<file path="config.mk">
export PLATFORM = sky130hd
export DESIGN_NAME = ram_dp_param
export DESIGN_NICKNAME = d
export VERILOG_FILES = /design/src/rtl/ram_dp_param.sv
export SDC_FILE = /design/constraint.sdc
export NUM_CORES = 1
export LEC_CHECK = 0
export BUFFER_PORTS_ARGS = -buffer_cell sky130_fd_sc_hd__buf_2
export CORE_ASPECT_RATIO = 0.7
export CORE_MARGIN = 2
export CORE_UTILIZATION = 65
export DETAILED_ROUTE_END_ITERATION = 16
export PLACE_DENSITY = 0.92
export SLEW_MARGIN = 20
export SYNTH_ARGS = -nofsm -noshare
export SYNTH_HDL_FRONTEND = slang
export SYNTH_SLANG_ARGS = --single-unit
</file>
<file path="constraint.sdc">
create_clock -name clk -period 4.9 [get_ports clk]
set_clock_uncertainty 0.2 [all_clocks]
set_input_delay 0.98 -clock clk [delete_from_list [all_inputs] [get_ports clk]]
set_output_delay 0.98 -clock clk [all_outputs]
set_load 0.02 [all_outputs]
</file>
<file path="src/rtl/ram_dp_param.sv">
// Simple-dual-port synchronous RAM with selectable read-during-write policy,
// optional output register and a hardware clear engine that zeroes the array.
module ram_dp_param #(
  parameter int DATA_W   = 4,
  parameter int ADDR_W   = 5,
  parameter int DEPTH    = 2**ADDR_W,
  parameter int RDW_MODE = 0,
  parameter int OUT_REG  = 0
) (
  input  logic              clk,
  input  logic              rst_n,
  input  logic              wr_en,
  input  logic [ADDR_W-1:0] wr_addr,
  input  logic [DATA_W-1:0] wr_data,
  input  logic              rd_en,
  input  logic [ADDR_W-1:0] rd_addr,
  output logic [DATA_W-1:0] rd_data,
  output logic              rd_valid,
  input  logic              clear,
  output logic              busy
);

  localparam logic [ADDR_W:0]   DEPTH_C = (ADDR_W+1)'(DEPTH);
  localparam logic [ADDR_W-1:0] LAST_C  = ADDR_W'(DEPTH-1);

  typedef enum logic {S_IDLE = 1'b0, S_CLEAR = 1'b1} state_t;

  state_t            state_q, state_d;
  logic [ADDR_W-1:0] cnt_q, cnt_d;
  logic [DATA_W-1:0] mem [DEPTH];

  logic              idle, wr_ok, rd_ok, rd_in;
  logic              mem_we;
  logic [ADDR_W-1:0] mem_waddr;
  logic [DATA_W-1:0] mem_wdata, rd_word;
  logic              pipe_vld;
  logic [DATA_W-1:0] pipe_data;
  logic              rd_valid_q;
  logic [DATA_W-1:0] rd_data_q;

  always_ff @(posedge clk or negedge rst_n) begin
    if (!rst_n) begin
      state_q <= S_CLEAR;
      cnt_q   <= '0;
    end else begin
      state_q <= state_d;
      cnt_q   <= cnt_d;
    end
  end

  // Clear walks the array once; a clear request while already clearing is ignored.
  always_comb begin
    state_d = state_q;
    cnt_d   = cnt_q;
    case (state_q)
      S_CLEAR: begin
        cnt_d = cnt_q + 1'b1;
        if (cnt_q == LAST_C) begin
          state_d = S_IDLE;
          cnt_d   = '0;
        end
      end
      S_IDLE: begin
        if (clear) begin
          state_d = S_CLEAR;
          cnt_d   = '0;
        end
      end
      default: begin
        state_d = S_CLEAR;
        cnt_d   = '0;
      end
    endcase
  end

  assign idle  = (state_q == S_IDLE);
  assign wr_ok = idle & wr_en & ({1'b0, wr_addr} < DEPTH_C);
  assign rd_ok = idle & rd_en;
  assign rd_in = ({1'b0, rd_addr} < DEPTH_C);

  assign mem_we    = ~idle | wr_ok;
  assign mem_waddr = idle ? wr_addr : cnt_q;
  assign mem_wdata = idle ? wr_data : '0;

  always_ff @(posedge clk) begin
    if (mem_we) mem[mem_waddr] <= mem_wdata;
  end

  // Out-of-range reads return zero; write-first bypasses the array on a hit.
  always_comb begin
    rd_word = '0;
    if (rd_in) begin
      rd_word = mem[rd_addr];
      if ((RDW_MODE != 0) && wr_ok && (wr_addr == rd_addr)) rd_word = wr_data;
    end
  end

  generate
    if (OUT_REG != 0) begin : g_oreg
      logic              s1_vld_q;
      logic [DATA_W-1:0] s1_data_q;
      always_ff @(posedge clk or negedge rst_n) begin
        if (!rst_n) begin
          s1_vld_q  <= 1'b0;
          s1_data_q <= '0;
        end else begin
          s1_vld_q <= rd_ok;
          if (rd_ok) s1_data_q <= rd_word;
        end
      end
      assign pipe_vld  = s1_vld_q;
      assign pipe_data = s1_data_q;
    end else begin : g_noreg
      assign pipe_vld  = rd_ok;
      assign pipe_data = rd_word;
    end
  endgenerate

  // rd_data only moves when a read completes, so it holds between results.
  always_ff @(posedge clk or negedge rst_n) begin
    if (!rst_n) begin
      rd_valid_q <= 1'b0;
      rd_data_q  <= '0;
    end else begin
      rd_valid_q <= pipe_vld;
      if (pipe_vld) rd_data_q <= pipe_data;
    end
  end

  assign rd_data  = rd_data_q;
  assign rd_valid = rd_valid_q;
  assign busy     = (state_q == S_CLEAR);

endmodule
</file>
==> results.tsv, run 1 <==
metric	value	unit
Final Cycle Share	60.4	%
Flop pwr share	45.7	%
Placed Cells	500	
initial antenna violation count	0	
busiest grt layer	met2	
combinational share of power	17.0	%
Crit Path Category	in -> reg	
RSZ-0062 raised after global routing	no	
critical path's slowest cell	buf_4	
final hold slack	239	ps
Syn Inst Count	369	
leakage power total	0.00246	µW
final std cells w/o fill	531	
IO Pins	25	
Synth top area share	66.2	%
Final nets	421	
met1 Use GR	40.4	%
cell area power density	519	nW/µm²
drt total wl	13000	µm
largest net degree at the start of global routing	65	
cts bufs inserted	17	
max_cap viols	0	
Clock Pin Slew Worst Setup and Hold Paths	60	ps
P&R area growth vs syn	14.0	%
Initial Utilization	67.9	%
Least-Margin Pin Slew	1110	ps
die area	9710	µm²
Post-synth EDFFs	128	
fin. max-slew vios	0	
most frequent cell after synthesis	edfxtp_1	
Synth area leader	edfxtp_1	
DR iter-0 viols	465	
RD Place Congestion	0.894	
register bit total from synthesis	139	
Max stage delay on crit path	800	ps
Worst EP arrival	3070	ps
hold buffer count at CTS	0	
Antenna Cells	0	
worst skew pair latency	420	ps
Power Internal	2490	µW
root buf cell	clkbuf_16	
Yosys warnings	0	
Setup TNS Final	0	ps
clk sinks	139	
M2 GR Usage	42.4	%
first-pass GRT wire length	20100	µm
Post-synth top cells	edfxtp_1, mux2i_1, nor2_1	
Min-Delay Path Class	in -> async	
Resized cells post-CTS	0	
Die H	83.1	µm
setup violators final	0	
DP Wirelength	7670	µm
Core ar.	8550	µm²
Mapped Nets	391	
H-tree depth	4	
post-route antenna net violation count	0	
Seq/Total Area, Yosys	71.0	%
power share of the clock group	37.3	%
final setup margin	1940	ps
vias	3538	
Die Wd	117	µm
CTS tree	built	
Unique masters post-synth	33	
Worst Setup Slack post-DPL	1550	ps
share of post-route cells with drive strength above 1	17.0	%
postcts setup bufs	0	
PortBufs	24	
Vias/cell	6.66	
Critical Path End Type	flip-flop	
GRT overflow	0	
Reg2Reg Depth	3	
Cell Area, Synth	5800	µm²
drt first pass iters	5	
P_sw	944	µW
Bufs on Longest Clock Path	2	
num rows	28	
status	completed	
asr flop ratio synth	7.91	%
startpoint types	input pin	
WL/cell	24.5	µm
met3 Usage GRT	9.78	%
CP max FO	64	
top_reg_cell synth	edfxtp_1	
Hold Fails Final Rpt	0	
GRT Total Usage	28.9	%
vias in the first global route	3596	
post-synthesis average cell area	15.7	µm²
Switching Fraction	27.5	%
critical path cell sequence	buf_4 > mux2i_1 > a22o_1 > a221oi_2 > o22ai_1 > o41ai_2	
WP data required	5010	ps
min cycle time layout	2960	ps
Synth area leaders	edfxtp_1, mux2i_1, dfrtp_1	
fmax	0.338	GHz
DR DRC count	0	
max_slew headroom	26.0	%
maximum vdd drop	0.482	mV
-- layout make-up --
type	count	area [µm²]
Clock buffer	19	433
Clock inverter	12	154
Fill cell	459	1930
Inverter	5	18.8
Multi-Input combinational cell	208	1590
Sequential cell	139	4120
Tap cell	120	150
Timing Repair Buffer	28	153
-- registers in the layout, summed over array words and instances, names as in the netlist --
register,flops
mem,128
busy,1
rd_data,4
rd_valid,1
cnt_q,5
-- final timing paths --
kind / end / startpoint / slack [ps]
hold / removal: cnt_q[0] / rst_n / 240
setup reg to reg: mem[4][3] / busy / 2170
min in group clk: rd_data[0] / rd_data[0] / 300
max in group asynchronous: busy / rst_n / 3980
setup / recovery: rd_data[1] / rd_addr[0] / 1940
hold reg to reg: rd_data[0] / rd_data[0] / 300
-- logic make-up after synthesis --
kind of cell	after synthesis	synth area share [%]
compound gates	64	8.97
fa+ha+maj	3	0.647
buf+inv	22	2.22
flops	139	71.0
mux	66	11.4
simple gates	75	5.76
-- metal layers --
metal	share of wire [%]	vias up
met2	47	224
met5	0	-
li1	-	1501
met3	12	33
met1	39	1780
met4	2.1	0
-- power groups by stage --
stage | registers, µW | clock network (µW) | logic (µW)
after detailed placement | 1590 | 0 | 549
final | 1570 | 1280 | 584
after CTS | 1570 | 1280 | 566
after global placement | 1580 | 0 | 516
after floorplan | 1580 | 0 | 353
after global routing | 1580 | 1330 | 622
-- critical path, delay by kind of cell --
kind	cells	cell delay, ps
compound gates	4	1040
buf+inv	1	800
mux	1	200
-- cells in the final DEF, fill, tap and decap left out, types with 6 or more instances in the layout --
master / count
nand2_1: 17
a22o_1: 8
a22oi_1: 17
nor2_1: 36
clkbuf_16: 17
mux2i_1: 65
buf_2: 23
dfrtp_1: 10
a21oi_1: 9
edfxtp_1: 128
nand2b_1: 6
-- stage by stage --
stage               util (%)  area, µm²  total power (µW)
floorplan                  -       5800              1930
global route            77.4       6620              3530
detailed placement      70.4       6020              2140
finish                  77.4       6620              3440
global placement        70.3       6010              2090
CTS                     77.2       6600              3410
No activity file was read; power rests on OpenSTA's default activity.
==> run 2: changes to the inputs <==
CORE_UTILIZATION = 55   (was 65)
PLACE_DENSITY = 0.84   (was 0.92)
clock period = 2.4 ns   (was 4.9 ns; I/O delays follow)
==> run 2 against run 1 <==
  * Sequential power is 100% higher
  * Cell count is 5.3% higher
  * Total power is 100% higher
  * Sequential cell count stayed put
  * Critical endpoint is now mem[11][3]
  * Largest power group unchanged
==> results.tsv, run 2 (synthesized netlist as in run 1, its figures left out) <==
metric	value	unit
drt total wl	12500	µm
fmax	0.446	GHz
Power Internal	5050	µW
max_slew headroom	51.4	%
Placement Cell Area	6180	µm²
most frequent cells in the layout	edfxtp_1, mux2i_1, nor2_1, buf_2	
initial antenna violation count	0	
power share of the clock group	36.8	%
GRT overflow	0	
Final Cycle Share	93.5	%
Min-Delay Path Class	in -> reg	
maximum vdd drop	0.783	mV
num rows	31	
capture point of the worst reg-to-reg path	mem[11][3]	
Setup TNS Final	0	ps
largest net degree at the start of global routing	33	
H-tree depth	4	
vias in the first global route	3401	
leakage power total	0.00254	µW
DR iter-0 viols	529	
cell area power density	1030	nW/µm²
Clock Pin Slew Worst Setup and Hold Paths	60	ps
Hold Path Sink	cnt_q[4]	
cts bufs inserted	17	
clk sinks	139	
Core ar.	10300	µm²
post-route antenna net violation count	0	
min cycle time layout	2240	ps
WL/cell	22.4	µm
WP data required	2270	ps
P&R area growth vs syn	16.8	%
DP Wirelength	8030	µm
final instance area	6780	µm²
post-layout utilization of the core	65.7	%
first-pass GRT wire length	19300	µm
Critical Path End Type	flip-flop	
Vias/cell	6.14	
P_sw	1950	µW
CP dominant cell by count	buf_4	
root buf cell	clkbuf_16	
worst r2r src	busy	
GRT Total Usage	23.2	%
Die Wd	127	µm
vias	3432	
Flop pwr share	45.5	%
PortBufs	24	
Final nets	436	
Initial Utilization	56.2	%
Antenna Cells	0	
Largest register FFs	128	
Hold Fails Final Rpt	0	
CP max FO	19	
worst skew pair latency	420	ps
DR DRC count	0	
worst hold start	clear	
Switching Fraction	27.9	%
R2R setup slack	160	ps
IO Pins	25	
Bufs on Longest Clock Path	2	
Largest Register	mem	
RSZ-0062 raised after global routing	no	
fin. max-slew vios	0	
most common cell after layout, fill and taps aside	edfxtp_1	
die area	11400	µm²
Least-Margin Pin Slew	728	ps
startpoint types	flip-flop	
Reg2Reg Depth	5	
Worst EP arrival	2110	ps
critical path cell sequence	buf_4 > and3_1 > a31oi_1 > buf_4 > nor2_1	
Crit Path Category	reg -> reg	
Resized cells post-CTS	0	
share of post-route cells with drive strength above 1	19.7	%
RD Place Congestion	0.829	
drt first pass iters	5	
max_cap viols	0	
combinational share of power	17.7	%
CTS tree	built	
setup violators final	0	
status	completed	
Max stage delay on crit path	620	ps
hold path depth	2	
critical path's slowest cell	dfstp_2	
Die H	89.9	µm
[run 2: cell count changes in the layout (fill, tap and decap cells not counted), sizes merged]
cell,delta
dlygate4sd3,+1
bufinv,-1
clkinvlp,+4
clkinv,-2
buf,+14
[run 2: critical path: cells and delay by family, from the launching register on]
kind                   cells  cell delay, ps
and+or+nand+nor            2             560
DFF                        1             620
buffers and inverters      2             470
AOI/OAI and AO/OA          1              40
[run 2: worst max-delay path by stage]
| stage | startpoint | end | slack, ps | cells after the start |
|---|---|---|---|---|
| after CTS | busy | mem[19][2] | 160 | 3 |
| final | busy | mem[11][3] | 160 | 5 |
| after floorplan | busy | mem[0][0] | 140 | 3 |
| after global routing | busy | mem[10][0] | 10 | 5 |
| after detailed placement | rd_addr[0] | rd_data[1] | 40 | 7 |
| after global placement | rd_addr[0] | rd_data[3] | 120 | 6 |
[run 2: routing by layer]
metal / up-vias / part of all wire [%] / GRT usage (%)
met5: - / 0 / 0
met4: 0 / 1.9 / 7.42
met3: 22 / 8.2 / 7.02
met2: 159 / 45 / 33.5
met1: 1715 / 45 / 34.4
li1: 1536 / - / -
[run 2: final cells by class]
| cell class | instances | area, µm² |
|---|---|---|
| clock buffers | 19 | 433 |
| well taps | 132 | 165 |
| inverters | 5 | 18.8 |
| fillers | 702 | 3540 |
| clock inverters | 13 | 151 |
| multi-input cells | 208 | 1570 |
| flip-flops and latches | 139 | 4120 |
| repair buffers | 43 | 318 |
[run 2: stage by stage]
step                cells  hold slack [ps]  power, µW  setup WS (ps)
finish                559             87.7       7000            156
global route          559             70.6       7240           14.6
CTS                   559             68.9       7000            157
detailed placement    526              175       4450           39.2
global placement      526              169       4380            125
floorplan             369            -15.6       3940            145
[run 2: power groups by stage]
stage               clock [µW]  sequential [µW]  combinational [µW]
floorplan                    0             3220                 721
finish                    2580             3190                1240
global route              2700             3220                1320
global placement             0             3210                1170
detailed placement           0             3230                1220
CTS                       2590             3190                1220
[run 2: repair_timing]
action,in CTS,in global routing
hold buffers,1,0
endpoints found under the hold margin,10,0
setup buffers,0,0
==> run 3: changes to the inputs <==
ABC_AREA = 1   (was not set)
==> run 3 against run 2 <==
  * Hold slack gained 74 ps
  * Combinational power is 18% higher
  * Synthesized cell count up 48%
  * Fmax is 0.96% lower
  * Core utilization decreased by 1.2 points
  * Non-clock buffer count down 8
  * Sequential power is 2% higher
  * Critical path type unchanged
==> results.tsv, run 3 <==
metric	value	unit
main combinational cell family by area after synthesis	simple AND/OR/NAND/NOR gates	
vias in the first global route	4143	
Placed Cells	687	
DR DRC count	0	
critical path cell sequence	buf_4 > nand2_1 > o21ai_2 > nand2_1 > nor2_1	
DP Wirelength	8920	µm
post-route antenna net violation count	0	
Hold Path Sink	cnt_q[2]	
first-pass GRT wire length	22600	µm
fmax	0.441	GHz
Initial Utilization	57.0	%
hold buffer count at CTS	1	
most common cell after layout, fill and taps aside	nand2_1	
IO Pins	25	
Largest Register	mem	
max_slew headroom	60.4	%
Mapped Nets	569	
root buf cell	clkbuf_16	
maximum vdd drop	0.681	mV
worst hold start	clear	
Reg2Reg Depth	5	
Vias/cell	6.02	
setup violators final	0	
Die Wd	128	µm
Hold Fails Final Rpt	0	
combinational share of power	20.3	%
Final nets	597	
postcts setup bufs	0	
register bit total from synthesis	139	
power share of the clock group	34.2	%
vias	4335	
Switching Fraction	32.9	%
area fraction in compound gates after synthesis	0.926	%
post-synthesis average cell area	10.9	µm²
Worst Setup Slack post-DPL	212	ps
cell area power density	1070	nW/µm²
CP dominant cell by count	nand2_1	
share of post-route cells with drive strength above 1	15.3	%
Yosys warnings	0	
RSZ-0062 raised after global routing	no	
DR iter-0 viols	797	
Least-Margin Pin Slew	594	ps
num rows	31	
initial antenna violation count	0	
R2R setup slack	130	ps
asr flop ratio synth	7.91	%
RD Place Congestion	0.984	
Synth area leaders	edfxtp_1, nand2_1, nand3_1	
Core ar.	10400	µm²
hold path depth	4	
WP data required	2280	ps
Worst Path Buf+Inv	1	
final std cells w/o fill	720	
GRT Total Usage	26.5	%
Cell Area, Synth	5950	µm²
GRT overflow	0	
startpoint types	flip-flop	
Resized cells post-CTS	0	
leakage power total	0.00265	µW
Power Internal	4810	µW
min cycle time layout	2270	ps
Worst EP arrival	2150	ps
Antenna Cells	0	
Seq/Total Area, Yosys	69.3	%
fin. max-slew vios	0	
Crit Path Category	reg -> reg	
Post-synth EDFFs	128	
top_reg_cell synth	edfxtp_1	
capture point of the worst reg-to-reg path	mem[12][1]	
Final Cycle Share	94.4	%
Post-synth top cells	nand2_1, edfxtp_1, nand3_1	
post-synthesis adder-cell area fraction	0.631	%
most frequent cells in the layout	nand2_1, edfxtp_1, nand3_1, nor2_1, buf_2	
Simple-Gate Fraction of Synth Area	24.7	%
Synth top area share	64.6	%
Min-Delay Path Class	in -> reg	
most frequent cell after synthesis	nand2_1	
status	completed	
drt total wl	14600	µm
Clock Pin Slew Worst Setup and Hold Paths	60	ps
H-tree depth	4	
die area	11700	µm²
Largest register FFs	128	
cts bufs inserted	17	
Critical Path End Type	flip-flop	
Setup TNS Final	0	ps
Synth area leader	edfxtp_1	
clk sinks	139	
xor and xnor area share after synthesis	0.294	%
CTS tree	built	
max_cap viols	0	
worst skew pair latency	430	ps
Die H	91.0	µm
Unique masters post-synth	22	
Syn Inst Count	547	
P&R area growth vs syn	13.1	%
Crit path max-delay family	simple AND/OR/NAND/NOR gates	
P_sw	2360	µW
WL/cell	20.3	µm
post-layout utilization of the core	64.5	%
largest net degree at the start of global routing	65	
Flop pwr share	45.4	%
Bufs on Longest Clock Path	2	
worst r2r src	busy	
final hold slack	162	ps
critical path's slowest cell	dfstp_2	
drt first pass iters	6	
PortBufs	24	
CP max FO	11	
Max stage delay on crit path	630	ps
final setup margin	134	ps
post-synthesis mux area share	0	%
run 3: cell types whose count changed after synthesis, moves of 5 or more:
cell      before  now
nand2_1       17  188
nor2b_1        9    0
mux2i_1       65    0
buf_2          0   17
nand2b_1       6    0
nand3_1        1  109
a221oi_1       5    0
nor2_1        37   42
a22oi_1       17    0
o21ai_1        0    7
a22o_1         8    0
a21oi_1        9    1
clkbuf_1       9    0
inv_2          0   13
run 3: worst max path at each step:
stage / start / endpoint / slack, ps / cells after the start
detailed placement: busy / mem[10][0] / 210 / 6
finish: busy / mem[12][1] / 130 / 5
CTS: busy / mem[10][0] / 170 / 6
global route: busy / mem[12][0] / 40 / 6
floorplan: busy / mem[0][0] / 330 / 3
global placement: busy / mem[1][1] / 300 / 6
run 3: metal layers:
metal / GRT usage, % / part of all wire, % / vias up
met2: 38.5 / 45 / 343
met5: 0 / 0 / -
met3: 8.60 / 13 / 58
li1: - / - / 1930
met4: 10.8 / 3.0 / 0
met1: 37.2 / 39 / 2004
run 3: power by group through the flow:
| stage | Sequential [µW] | Combinational, µW | Clock, µW |
|---|---|---|---|
| finish | 3260 | 1460 | 2460 |
| global route | 3290 | 1590 | 2560 |
| CTS | 3260 | 1420 | 2450 |
| detailed placement | 3300 | 1380 | 0 |
| global placement | 3280 | 1320 | 0 |
| floorplan | 3300 | 885 | 0 |
run 3: worst min-delay path, delay by kind of cell:
family,cells,cell delay (ps)
AND/OR/NAND/NOR,2,130
buffers and inverters,1,80
AO/OA/AOI/OAI,1,50
run 3: layout make-up:
cell class | instances | area [µm²]
flip-flops and latches | 139 | 4120
fillers | 711 | 3710
multi-input cells | 361 | 1590
clock buffers | 17 | 425
repair buffers | 35 | 218
well taps | 132 | 165
clock inverters | 15 | 130
inverters | 21 | 78.8
run 3: logic make-up after synthesis:
group           Yosys count
simple gates            346
xor+xnor                  2
fa+ha+maj                 3
compound gates           10
flops                   139
buf+inv                  47
run 3: through the flow:
step	area [µm²]	power, µW
floorplan	5950	4180
global placement	6160	4600
detailed placement	6160	4680
CTS	6730	7130
global route	6730	7440
finish	6730	7170
